[src/rtl/vram_fetch_pkg.sv]
// Shared definitions for the video-fetch blocks: fetch FSM encoding and
// output pair FIFO geometry.
package vram_fetch_pkg;

  typedef enum logic [2:0] {
    IDLE  = 3'd0,
    CHAR  = 3'd1,
    ATTR  = 3'd2,
    HOLD  = 3'd3,
    DRAIN = 3'd4
  } fetch_state_t;

  localparam int FIFO_DEPTH = 2;
  localparam int PAIR_W     = 16;

  // Occupancy of the 2-entry pair FIFO recovered from its flags.
  function automatic logic [1:0] fifo_level(input logic full, input logic empty);
    return full ? 2'd2 : (empty ? 2'd0 : 2'd1);
  endfunction

endpackage

[src/rtl/vram_fetch_if.sv]
// Bundle of the fetch control, VRAM read port and char/attr stream signals.
interface vram_fetch_if #(parameter int AW = 14);

  logic          start;
  logic [AW-1:0] base;
  logic [AW-1:0] count;
  logic          busy;
  logic          done;
  logic          ram_ce;
  logic [AW-1:0] ram_a;
  logic [7:0]    ram_do;
  logic          out_valid;
  logic          out_ready;
  logic [7:0]    out_char;
  logic [7:0]    out_attr;

  modport slave (
    input  start, base, count, ram_do, out_ready,
    output busy, done, ram_ce, ram_a, out_valid, out_char, out_attr
  );

  modport master (
    output start, base, count, ram_do, out_ready,
    input  busy, done, ram_ce, ram_a, out_valid, out_char, out_attr
  );

endinterface

[src/rtl/vram_fetch_pair_fifo.sv]
// Two-entry FIFO holding completed char/attr pairs; head is always visible
// on dout. Simultaneous push and pop both take effect.
module pair_fifo
  import vram_fetch_pkg::*;
(
  input  logic              clock,
  input  logic              reset,
  input  logic              push,
  input  logic              pop,
  input  logic [PAIR_W-1:0] din,
  output logic [PAIR_W-1:0] dout,
  output logic              full,
  output logic              empty
);

  localparam int PW = $clog2(FIFO_DEPTH);

  logic [PAIR_W-1:0] mem [FIFO_DEPTH];
  logic [PW-1:0]     wr_ptr;
  logic [PW-1:0]     rd_ptr;
  logic [PW:0]       cnt;
  logic              do_push;
  logic              do_pop;

  assign full    = (cnt == (PW+1)'(FIFO_DEPTH));
  assign empty   = (cnt == '0);
  assign do_pop  = pop && !empty;
  assign do_push = push && (!full || do_pop);
  assign dout    = mem[rd_ptr];

  // Storage is cleared too, so the head reads zero straight out of reset.
  always_ff @(posedge clock or posedge reset) begin
    if (reset) begin
      for (int i = 0; i < FIFO_DEPTH; i++) mem[i] <= '0;
      wr_ptr <= '0;
      rd_ptr <= '0;
      cnt    <= '0;
    end else begin
      if (do_push) begin
        mem[wr_ptr] <= din;
        wr_ptr      <= wr_ptr + PW'(1);
      end
      if (do_pop) rd_ptr <= rd_ptr + PW'(1);
      cnt <= cnt + (PW+1)'(do_push) - (PW+1)'(do_pop);
    end
  end

endmodule

[src/rtl/vram_fetch.sv]
// Text-mode cell fetcher: reads char/attr byte pairs from VRAM and streams
// them through a 2-entry FIFO with back-pressure.
module vram_fetch
  import vram_fetch_pkg::*;
#(
  parameter int AW = 14
) (
  input logic        clock,
  input logic        reset,
  vram_fetch_if.slave bus
);

  fetch_state_t      state, state_nx;
  logic [AW-1:0]     ptr_q;
  logic [AW-1:0]     rem_q;
  logic              char_vld_p1;
  logic              attr_vld_p1;
  logic              done_q;
  logic [7:0]        char_p1;

  logic              ce;
  logic              ptr_inc;
  logic              rem_dec;
  logic              load;
  logic              done_nx;
  logic              room;
  logic [2:0]        occ_next;

  logic              fifo_push;
  logic              fifo_pop;
  logic              fifo_full;
  logic              fifo_empty;
  logic [PAIR_W-1:0] fifo_dout;

  assign fifo_push = attr_vld_p1;
  assign fifo_pop  = bus.out_valid && bus.out_ready;

  // Slots claimed after this edge: FIFO content plus the pair whose attr
  // read is being issued now.
  assign occ_next = 3'(fifo_level(fifo_full, fifo_empty)) + 3'(fifo_push)
                  + 3'(state == ATTR) - 3'(fifo_pop);
  assign room     = (occ_next < 3'(FIFO_DEPTH));

  always_comb begin
    state_nx = state;
    ce       = 1'b0;
    ptr_inc  = 1'b0;
    rem_dec  = 1'b0;
    load     = 1'b0;
    done_nx  = 1'b0;
    unique case (state)
      IDLE: begin
        if (bus.start) begin
          if (bus.count != '0) begin
            load     = 1'b1;
            state_nx = CHAR;
          end else begin
            done_nx  = 1'b1;
          end
        end
      end
      CHAR: begin
        ce       = 1'b1;
        ptr_inc  = 1'b1;
        state_nx = ATTR;
      end
      ATTR: begin
        ce      = 1'b1;
        ptr_inc = 1'b1;
        rem_dec = 1'b1;
        if (rem_q == AW'(1)) state_nx = DRAIN;
        else if (room)       state_nx = CHAR;
        else                 state_nx = HOLD;
      end
      HOLD: begin
        if (room) state_nx = CHAR;
      end
      DRAIN: begin
        if (fifo_empty && !attr_vld_p1) begin
          done_nx  = 1'b1;
          state_nx = IDLE;
        end
      end
      default: state_nx = IDLE;
    endcase
  end

  always_ff @(posedge clock or posedge reset) begin
    if (reset) begin
      state       <= IDLE;
      ptr_q       <= '0;
      rem_q       <= '0;
      char_vld_p1 <= 1'b0;
      attr_vld_p1 <= 1'b0;
      done_q      <= 1'b0;
    end else begin
      state       <= state_nx;
      char_vld_p1 <= (state == CHAR);
      attr_vld_p1 <= (state == ATTR);
      done_q      <= done_nx;
      if (load) begin
        ptr_q <= bus.base;
        rem_q <= bus.count;
      end else begin
        if (ptr_inc) ptr_q <= ptr_q + AW'(1);
        if (rem_dec) rem_q <= rem_q - AW'(1);
      end
    end
  end

  // p1: read data returns one cycle after the strobe; hold the char byte
  // until its attr arrives, then push the pair.
  always_ff @(posedge clock) begin
    if (char_vld_p1) char_p1 <= bus.ram_do;
  end

  pair_fifo u_fifo (
    .clock (clock),
    .reset (reset),
    .push  (fifo_push),
    .pop   (fifo_pop),
    .din   ({char_p1, bus.ram_do}),
    .dout  (fifo_dout),
    .full  (fifo_full),
    .empty (fifo_empty)
  );

  assign bus.out_valid = !fifo_empty;
  assign bus.out_char  = fifo_dout[15:8];
  assign bus.out_attr  = fifo_dout[7:0];
  assign bus.ram_ce    = ce;
  assign bus.ram_a     = ce ? ptr_q : '0;
  assign bus.busy      = (state != IDLE);
  assign bus.done      = done_q;

endmodule

[src/flat_wrapper.sv]
// flat-port wrapper written by rule: the top's interface ports become plain ports
module vram_fetch_flat import vram_fetch_pkg::*;
#(
  parameter int AW = 14
)
  (clock, reset, bus_start, bus_base, bus_count, bus_ram_do, bus_out_ready, bus_busy, bus_done, bus_ram_ce, bus_ram_a, bus_out_valid, bus_out_char, bus_out_attr);
  vram_fetch_if #(.AW(AW)) bus_i ();
  input logic clock;
  input logic reset;
  input wire logic [$bits(bus_i.start)-1:0] bus_start;
  input wire logic [$bits(bus_i.base)-1:0] bus_base;
  input wire logic [$bits(bus_i.count)-1:0] bus_count;
  input wire logic [$bits(bus_i.ram_do)-1:0] bus_ram_do;
  input wire logic [$bits(bus_i.out_ready)-1:0] bus_out_ready;
  output wire logic [$bits(bus_i.busy)-1:0] bus_busy;
  output wire logic [$bits(bus_i.done)-1:0] bus_done;
  output wire logic [$bits(bus_i.ram_ce)-1:0] bus_ram_ce;
  output wire logic [$bits(bus_i.ram_a)-1:0] bus_ram_a;
  output wire logic [$bits(bus_i.out_valid)-1:0] bus_out_valid;
  output wire logic [$bits(bus_i.out_char)-1:0] bus_out_char;
  output wire logic [$bits(bus_i.out_attr)-1:0] bus_out_attr;
  assign bus_i.start = bus_start;
  assign bus_i.base = bus_base;
  assign bus_i.count = bus_count;
  assign bus_i.ram_do = bus_ram_do;
  assign bus_i.out_ready = bus_out_ready;
  assign bus_busy = bus_i.busy;
  assign bus_done = bus_i.done;
  assign bus_ram_ce = bus_i.ram_ce;
  assign bus_ram_a = bus_i.ram_a;
  assign bus_out_valid = bus_i.out_valid;
  assign bus_out_char = bus_i.out_char;
  assign bus_out_attr = bus_i.out_attr;
  vram_fetch #(.AW(AW)) u_core (.clock(clock), .reset(reset), .bus(bus_i));
endmodule
[config.mk]
export PLATFORM = sky130hd
export DESIGN_NAME = vram_fetch_flat
export DESIGN_NICKNAME = d
export VERILOG_FILES = /design/src/rtl/vram_fetch_pkg.sv /design/src/rtl/vram_fetch_if.sv /design/src/rtl/vram_fetch_pair_fifo.sv /design/src/rtl/vram_fetch.sv /design/src/flat_wrapper.sv
export SDC_FILE = /design/constraint.sdc
export NUM_CORES = 1
export LEC_CHECK = 0
export BUFFER_PORTS_ARGS = -buffer_cell sky130_fd_sc_hd__clkbuf_2
export CORE_MARGIN = 2
export CORE_UTILIZATION = 50
export CTS_CLUSTER_SIZE = 14
export DETAILED_ROUTE_END_ITERATION = 16
export PLACE_DENSITY = 0.85
export SETUP_SLACK_MARGIN = 0.02
export SLEW_MARGIN = 20
export SYNTH_ARGS = -nofsm -noshare
export SYNTH_HDL_FRONTEND = slang
export SYNTH_HIERARCHICAL = 1
export SYNTH_SLANG_ARGS = --single-unit
[constraint.sdc]
create_clock -name clock -period 2.65 [get_ports clock]
set_clock_uncertainty 0.15 [all_clocks]
set_input_delay 0.1325 -clock clock [delete_from_list [all_inputs] [get_ports clock]]
set_output_delay 0.1325 -clock clock [all_outputs]
set_load 0.01 [all_outputs]
======== Yosys cells after proc, flatten, opt, wreduce, memory -nomap -nowiden ========
Index checks and enable logic that the tools add are counted.
storage, ports and cells
  bits in registers ....................... 78
  bits of input ports ..................... 40
  output and inout bits ................... 34
operators by class
  add/subtract/negate cells ............... 9
  $lt $le $gt $ge ......................... 4
  equality and inequality tests ........... 10
  mux-type cells .......................... 29
  bitwise operators ....................... 2
  reduce and logical (&&, ||, !) cells .... 17
operators by type and width
  kind                                                  count
  two-way mux 14 bit                                    5
  two-way mux 16 bit                                    4
  bitwise mux 32 bit                                    1
  demux 16 bit (select 1 bit)                           1
  two-way mux 3 bit                                     5
  case mux 3 bit (5 select lines)                       1
  adder 14 x 1 -> 14 bit, second input constant         1
  equality test 14 x 1 -> 1 bit, second input constant  1
  nonzero test 14 bit                                   1
  subtractor 14 x 1 -> 14 bit, second input constant    1
  two-way mux 1 bit                                     9
  equality test 3 x 2 -> 1 bit, second input constant   2
  != test 2 x 1 -> 1 bit, second input constant         3
  logical AND 1 bit                                     5
  >= comparator 2 bit, second input constant            2
  two-way mux 2 bit                                     2
  NOT 1 -> 2 bit                                        2
  AND reduction 4 bit                                   1
  nonzero test 2 bit                                    2
  adder 2 x 1 -> 3 bit                                  1
  adder 3 x 1 -> 3 bit                                  1
  equality test 3 x 1 -> 1 bit, second input constant   1
  equality test 3 bit, second input constant            1
  logical NOT 1 bit                                     3
  other kinds (14)                                      15

======== Depth between registers and ports, before layout ========
Gate-level depths: netlist of the first run.
  word-level depth ........................ 10
  gate-level depth with buffers ........... 11
  gate-level depth less buffers ........... 10

======== Modules after synthesis ========
The synthesis of the first run kept the hierarchy.
modules (own cells, without submodules)
  module      times used  cells an instance  area an instance (um2)  seq. area each (um2)
  vram_fetch  1           243                2384.8                  1091.0
  pair_fifo   1           110                1706.6                  900.9

======== Worst setup path after synthesis of the first run ========
Ideal clock, no wire load.
  path kind ............................... register to register
  start point ............................. register u_core.state[0]
  end point ............................... register u_core.state[1]
  data arrival time ....................... 2.460 ns
  path slack .............................. -0.096 ns
  cell stages (with the launch flop) ...... 12
  clock period less this slack ............ 2.746 ns
  cell sequence ........................... dfrtp_1 buf_4 or3b_1 buf_2 ha_1 inv_1 ha_1 a21o_1 fa_1 xnor2_1 nor3b_1 nor3_1
on the way
  word-level cells in the longest chain between the ends .. 7
  elaborated cells on any way between the ends .. 16
  classes of those cells .................. 2 x add/sub; 1 x order compare; 8 x eq/ne; 3 x mux; 2 x reduce/logical
RTL lines
  what                             RTL line                            RTL
  from (decl)                      vram_fetch.sv:13                    fetch_state_t state, state_nx;
  from (signal assigned)           vram_fetch.sv:97                    state <= state_nx;
  equality test 3 x 2 -> 1 bit     vram_fetch.sv:41, vram_fetch.sv:51
  adder 3 x 1 -> 3 bit             vram_fetch.sv:41                    + 3'(state == ATTR) - 3'(fifo_pop);
  subtractor 3 x 1 -> 3 bit        vram_fetch.sv:41
  < comparator 3 x 2 -> 1 bit      vram_fetch.sv:42                    assign room = (occ_next < 3'(FIFO_DEPTH));
  two-way mux 2 bit                vram_fetch.sv:72                    else if (room) state_nx = CHAR;
  two-way mux 3 bit                vram_fetch.sv:71                    if (rem_q == AW'(1)) state_nx = DRAIN;
  case mux 3 bit (5 select lines)  vram_fetch.sv:51                    unique case (state)
Parallel ways exist; a longest one is shown, timed or not.
A chain may end at the register's enable or synchronous reset.

======== Worst setup path in the final report of the first run ========
Same ends and word-level chain as after synthesis.

==> flow_metrics.py, run 1 <==
metrics = {
    "setup_path": {
        "path_max_fanout": 2,
        "required_ns": 2.73,
        "end_kind": "flop",
        "critical_path_class": "flop to flop",
        "arrival_ns": 2.60,
        "startpoint_type": "flop",
    },
    "yosys": {
        "synthDistinctLibCells": 56,
        "syn_avg_cell_area_um2": 11.6,
        "synth-edff-count": 8,
        "synthCells": 353,
        "yosys_warnings": 6,
        "synth_seq_area_share_pct": 48.7,
        "async_flop_share_pct": 89.7,
        "syn_nets": 400,
        "ys_ff_latch": 78,
        "synthFlopType": "dfrtp_1",
        "netlist_area_mm2": 0.00409,
    },
    "cts": {
        "cts_sinks": 78,
        "cts-htree-levels": 3,
        "path_clk_slew_ns": 0.08,
        "numCtsBuffers": 9,
        "cts_root_buf": "clkbuf_8",
        "clock_latency_ns": 0.35,
        "cts_max_path_buffers": 2,
        "cts_setup_buffers": 0,
        "cts_tree": "yes",
    },
    "timing": {
        "fmaxAchievable_mhz": 396,
        "setup_viol": 0,
        "fin_crit_sh_pct": 95.3,
        "holdWs_ns": 0.131,
        "period_minus_slack_ns": 2.53,
        "rsz0062_at_grt": "true",
        "slew_viol_final": 0,
        "max_slew_margin_pct": 49.4,
        "fin_setup_tns_ns": 0,
        "hold_violations": 0,
        "tightest_slew_ns": 0.759,
    },
    "floorplan": {
        "start_util_pct": 52.1,
        "core-area_mm2": 0.00785,
        "die_x_um": 94.5,
        "die-area_mm2": 0.00892,
        "ios": 74,
        "fp.dieH_um": 94.5,
        "rows": 32,
    },
    "power_and_ir_drop": {
        "cellPowerDensity_mw_per_mm2": 1180,
        "ir_worst_vdd_uv": 528,
        "power_leakage_uw": 0.00225,
    },
    "final_layout": {
        "areaGrowthSynthToFinish_pct": 27.7,
        "diodes": 0,
        "nNetsFinal": 524,
        "drive_gt1_share_pct": 35.7,
    },
    "global_routing": {
        "grt.total_usage_pct": 23.2,
        "grt_overflow_total": 0,
        "grt_max_degree": 37,
        "grt_pass1_vias": 3441,
        "antenna_found_initial": 0,
        "grt_pass1_wl_mm": 16.2,
    },
    "worst_hold_path": {
        "hold_path_class": "input port to flop",
    },
    "placed_design": {
        "port_buffers": 73,
        "dp_hpwl_mm": 6.38,
        "gp_congestion": 0.916,
    },
    "run": {
        "maxCapViolations": 0,
    },
    "route": {
        "drcViolationCount": 0,
        "wl_mm": 9.68,
        "dr.pass1.iters": 5,
        "avgViaCountPerCell": 5.63,
        "drt-initial-drc-count": 173,
        "ant_nets": 0,
        "vias": 3285,
        "wl_per_cell_um": 16.6,
    },
    "run_status": {
        "status": "complete, no violations",
    },
}
## layer usage
metal / up-vias / share of wire, % / global-route usage [%]
met5: - / 0 / 0
met4: 0 / 1.8 / 8.45
met3: 17 / 6.0 / 4.31
met2: 132 / 50 / 40.2
met1: 1586 / 42 / 28.9
li1: 1550 / - / -
## cells in the mapped netlist, types with 3 or more instances
cell type	n	area share, %
inv_1	12	1.1
and2_1	13	2.0
mux2_2	31	8.5
or3_1	4	0.61
o211ai_1	4	0.73
nand3_1	15	1.8
buf_6	3	0.83
buf_2	3	0.37
a21oi_1	6	0.73
edfxtp_1	8	5.9
o21ai_0	17	2.1
nor2_1	14	1.3
nand2_1	15	1.4
nor4_1	8	1.2
or4_1	3	0.55
nor3_1	15	1.8
nand4_1	6	0.92
ha_1	6	1.8
a221o_1	8	2.0
clkbuf_1	8	0.73
nand2b_1	5	0.76
xnor2_1	14	3.0
mux2_4	19	7.0
dfrtp_1	70	43
nor2b_1	4	0.61
nor3b_1	4	0.73
## path summary, 6_finish.rpt
| path | from | end | slack [ns] | depth (start not counted) |
|---|---|---|---|---|
| setup / recovery | u_core/state[0] | u_core/state[1] | 0.12 | 9 |
| hold / removal | bus_start | u_core/bus.done | 0.13 | 3 |
| setup reg to reg | u_core/state[0] | u_core/state[1] | 0.12 | 9 |
| hold reg to reg | u_core/u_fifo/mem[12] | u_core/u_fifo/mem[12] | 0.36 | 1 |
| max in group asynchronous | reset | u_core/rem_q[12] | 1.74 | 4 |
| min in group asynchronous | reset | u_core/u_fifo/mem[24] | 0.27 | 4 |
## cell families after synthesis
logic type	Yosys count	synth area share (%)
and+or+nand+nor	121	17.6
DFF	78	48.7
buffers and inverters	29	3.39
AOI/OAI and AO/OA	50	8.53
muxes	52	16.0
adders and majority gates	7	2.32
xor gates and xnor gates	16	3.43
## worst max-delay path, stage by stage, from the launching register on
cell	delay [ns]
dfrtp_1	0.38
or3b_1	0.44
ha_4	0.29
inv_2	0.04
ha_4	0.19
a21o_1	0.17
fa_2	0.36
xnor2_1	0.13
nor3b_1	0.22
nor3_1	0.06
## final cells by class
type	instances	area, um2
Fill cell	569	2620
Multi-Input combinational cell	246	2000
Sequential cell	78	1990
Timing Repair Buffer	129	878
Tap cell	102	128
Clock buffer	9	124
Clock inverter	7	55.1
Inverter	13	48.8
## power breakdown
group / internal, uW / switching [uW]
Combinational: 1600 / 1430
Clock: 352 / 465
Sequential: 1780 / 539
## cells in the final DEF (no fill, tap or decap), types with 6 or more instances in the layout
master         instances
dlygate4sd3_1         37
edfxtp_1               8
nor4_1                 8
clkbuf_8               9
buf_4                 19
dfrtp_1               70
a221o_1                8
nor2_1                12
o21ai_0               17
and2_1                13
nand3_1               15
xnor2_1               14
mux2_2                31
nor3_1                15
clkbuf_2              73
a21oi_1                6
inv_1                 11
mux2_4                19
nand4_1                6
nand2_1               15
## through the flow
step	utilization (%)	area (um2)	power [uW]	std cells	setup slack [ns]
global placement	59.5	4670	5120	531	0.184
detailed placement	59.5	4670	5260	531	0.124
finish	66.6	5230	6170	584	0.124
floorplan	-	4130	4360	353	0.0140
CTS	66.5	5220	6150	584	0.109
global route	66.6	5230	6650	584	0.0149
## state kept, by name, summed over array words and instances, names as in the netlist, 2 cells and up
| name | flops |
|---|---|
| u_core/rem_q | 14 |
| u_core/u_fifo/cnt | 2 |
| u_core/char_p1 | 8 |
| u_core/u_fifo/mem | 32 |
| u_core/ptr_q | 14 |
| u_core/state | 3 |
## repair_timing
item | 4_1_cts | 5_1_grt
endpoints found under the setup margin | 0 | 2
hold endpoints to repair | 122 | 0
resized for setup | 0 | 2
hold buffers | 37 | 0
No activity file was read; power rests on OpenSTA's default activity.
==> run 2, diff against run 1 <==
Settings changed: CORE_ASPECT_RATIO from default to 0.7, CORE_UTILIZATION 50 to 55, PLACE_DENSITY 0.85 to 0.88, SYNTH_HIERARCHICAL 1 to default.
Clock period 2.65 ns to 2.82 ns, I/O delays scaled along.
==> run 2 against run 1 <==
  * Count of clock-buffer cells in the layout grew 3
  * First-iteration DRC count grew 77%
  * Via count increased by 4.2%
  * Critical path depth grew 1
==> flow_metrics.py, run 2 <==
metrics = {
    "power_and_ir_drop": {
        "cellPowerDensity_mw_per_mm2": 1140,
        "p_clk_share_pct": 15.7,
        "swShare_pct": 39.2,
        "p_int_uw": 3510,
        "seqPwrFrac_pct": 37.8,
        "power_switching_uw": 2260,
        "ir_worst_vdd_uv": 525,
        "fin_total_pwr_uw": 5760,
        "power_leakage_uw": 0.00221,
        "p_comb_share_pct": 46.6,
    },
    "timing": {
        "tightest_slew_ns": 0.797,
        "hold_violations": 0,
        "period_minus_slack_ns": 2.72,
        "fin_ws_ns": 0.103,
        "max_slew_margin_pct": 46.5,
        "fin_crit_sh_pct": 96.4,
        "fin_setup_tns_ns": 0,
        "slew_viol_final": 0,
        "setup_viol": 0,
        "rsz0062_at_grt": "false",
        "fmaxAchievable_mhz": 368,
    },
    "global_routing": {
        "grt_overflow_total": 0,
        "antenna_found_initial": 0,
        "grt_pass1_vias": 3353,
        "grt_pass1_wl_mm": 17.1,
        "grt_max_degree": 38,
        "grt.total_usage_pct": 27.9,
    },
    "placed_design": {
        "gp_congestion": 0.886,
        "pre_cts_ws_ns": 0.0424,
        "dp_hpwl_mm": 6.56,
        "port_buffers": 73,
        "placed_area_mm2": 0.00446,
    },
    "setup_path": {
        "crit_chain": "or2_4 -> and2_4 -> ha_1 -> inv_1 -> ha_1 -> a21o_1 -> fa_2 -> xor2_2 -> nor3b_2 -> a211oi_1",
        "path_max_fanout": 3,
        "end_kind": "flop",
        "startpoint_type": "flop",
        "startpoint": "u_core.u_fifo.cnt[1]",
        "cp_slowest_cell": "dfrtp_1",
        "reg2reg_from": "u_core.u_fifo.cnt[1]",
        "arrival_ns": 2.80,
        "cp_common_cell": "ha_1",
        "required_ns": 2.90,
        "critical_path_class": "flop to flop",
        "max_stage_delay_ns": 0.39,
    },
    "final_layout": {
        "top_register": "u_core.u_fifo.mem",
        "nNetsFinal": 515,
        "utilization_pct": 74.0,
        "areaGrowthSynthToFinish_pct": 28.5,
        "stdcell_area_mm2": 0.00507,
        "layout_common_cells": "clkbuf_2 (73), dfrtp_1 (70), mux2_2 (51)",
        "diodes": 0,
        "fillCellCount": 437,
        "largest_reg_flops": 32,
        "mostFrequentLayoutCell": "clkbuf_2",
        "drive_gt1_share_pct": 34.7,
        "reg_top3": "u_core.u_fifo.mem (32), u_core.ptr_q (14), u_core.rem_q (14)",
    },
    "cts": {
        "cts_max_path_buffers": 2,
        "cts_sinks": 78,
        "clock_latency_ns": 0.35,
        "numCtsBuffers": 9,
        "cts-htree-levels": 3,
        "cts_tree": "yes",
        "cts_root_buf": "clkbuf_8",
        "path_clk_slew_ns": 0.08,
    },
    "run": {
        "maxCapViolations": 0,
    },
    "yosys": {
        "yosys.cell_count.top_type": "dfrtp_1",
        "yosys_warnings": 0,
        "synth.area.top_cells": "dfrtp_1 (44%), mux2_2 (15%), edfxtp_1 (6.1%), xnor2_1 (3.1%), nand3_1 (2.8%)",
        "synth-edff-count": 8,
        "syn_avg_cell_area_um2": 11.3,
        "synthFlopType": "dfrtp_1",
        "synthDistinctLibCells": 53,
        "synth_area_leader_cell": "dfrtp_1",
        "synth_seq_area_share_pct": 50.5,
        "synthCells": 350,
        "ys_ff_latch": 78,
        "synth.top_cell.area_share_pct": 44.4,
        "netlist_area_mm2": 0.00395,
        "async_flop_share_pct": 89.7,
        "synth_common_cells": "dfrtp_1 (70), mux2_2 (51), nand3_1 (22), o21ai_0 (16), nor3_1 (15)",
        "syn_nets": 398,
    },
    "route": {
        "avgViaCountPerCell": 6.05,
        "vias": 3424,
        "drt-initial-drc-count": 306,
        "wl_mm": 10.6,
        "drcViolationCount": 0,
        "ant_nets": 0,
        "dr.pass1.iters": 5,
        "wl_per_cell_um": 18.7,
    },
    "floorplan": {
        "ios": 74,
        "die-area_mm2": 0.00788,
        "core-area_mm2": 0.00685,
        "die_x_um": 105,
        "fp.dieH_um": 74.9,
        "start_util_pct": 57.6,
        "rows": 25,
    },
    "worst_hold_path": {
        "hold_path_class": "input port to flop",
        "worstHoldStart": "bus_out_ready",
    },
    "run_status": {
        "status": "complete, no violations",
    },
}
## run 2: cell count changes after synthesis, moves of 3 or more
cell,before,now
a21oi_1,6,1
a221o_1,8,4
and2_1,13,2
and3_1,0,11
buf_2,3,9
buf_6,3,0
mux2_2,31,51
mux2_4,19,0
nand3_1,15,22
nor2_1,14,10
nor2b_1,4,0
xor2_1,2,5
## run 2: timing repair
item | 4_1_cts | 5_1_grt
hold endpoints to repair | 85 | 0
hold buffers | 37 | 0
pin swaps | 1 | 1
gates resized for setup | 2 | 3
buffers inserted | 2 | 0
endpoints found under the setup margin | 1 | 1
## run 2: power groups by stage
stage,clock network [uW],logic [uW],registers [uW]
2_1_floorplan,0,1800,1970
3_3_place_gp,0,2340,2100
3_5_place_dp,0,2450,2160
4_1_cts,906,2580,2140
5_1_grt,948,2900,2230
6_report,903,2680,2180
## run 2: path summary, 6_finish.rpt
kind,endpoint,slack [ns],depth (start not counted)
setup / recovery,u_core.state[1],0.10,10
hold / removal,u_core.u_fifo.rd_ptr,0.08,3
setup reg to reg,u_core.state[1],0.10,10
hold reg to reg,u_core.u_fifo.mem[13],0.36,1
max in group asynchronous,u_core.u_fifo.mem[14],1.55,4
min in group asynchronous,u_core.rem_q[12],0.32,3
## run 2: critical path, delay by kind of cell (launching register included)
family / cells / cell delay (ns)
AOI/OAI and AO/OA: 2 / 0.25
xor gates and xnor gates: 1 / 0.20
adders and majority gates: 3 / 0.91
buffers and inverters: 1 / 0.05
DFF: 1 / 0.39
and+or+nand+nor: 3 / 0.65
## run 2: area by class of cell
class	instances	area, um2	share of cell area (%)
multi-input cells	239	1840	36.3
flip-flops and latches	78	1990	39.3
well taps	94	118	2.32
clock buffers	12	135	2.66
repair buffers	125	861	17.0
clock inverters	4	72.6	1.43
inverters	14	52.6	1.04
## run 2: stage by stage
step	hold slack (ns)	cells
6_report	0.0813	566
5_1_grt	0.0831	566
4_1_cts	0.00961	566
3_5_place_dp	0.162	511
3_3_place_gp	0.153	511
2_1_floorplan	0.0899	350
## run 2: cells by family (layout without fill, tap and decap cells)
kind of cell	Yosys count	count (layout)	share of synthesized area, %
xor gates and xnor gates	19	19	4.22
adders and majority gates	8	8	2.73
muxes	53	53	15.1
buffers and inverters	33	155	3.42
and+or+nand+nor	112	112	15.9
AOI/OAI and AO/OA	47	47	8.21
DFF	78	78	50.5
## run 2: routing by layer
metal / part of all wire (%) / vias up / track usage [%] / wire length (um)
met4: 1.3 / 0 / 8.30 / 141
met5: 0 / - / 0 / 0
met3: 7.8 / 21 / 5.89 / 832
li1: - / 1521 / - / -
met2: 50 / 199 / 48.8 / 5280
met1: 41 / 1683 / 36.0 / 4350
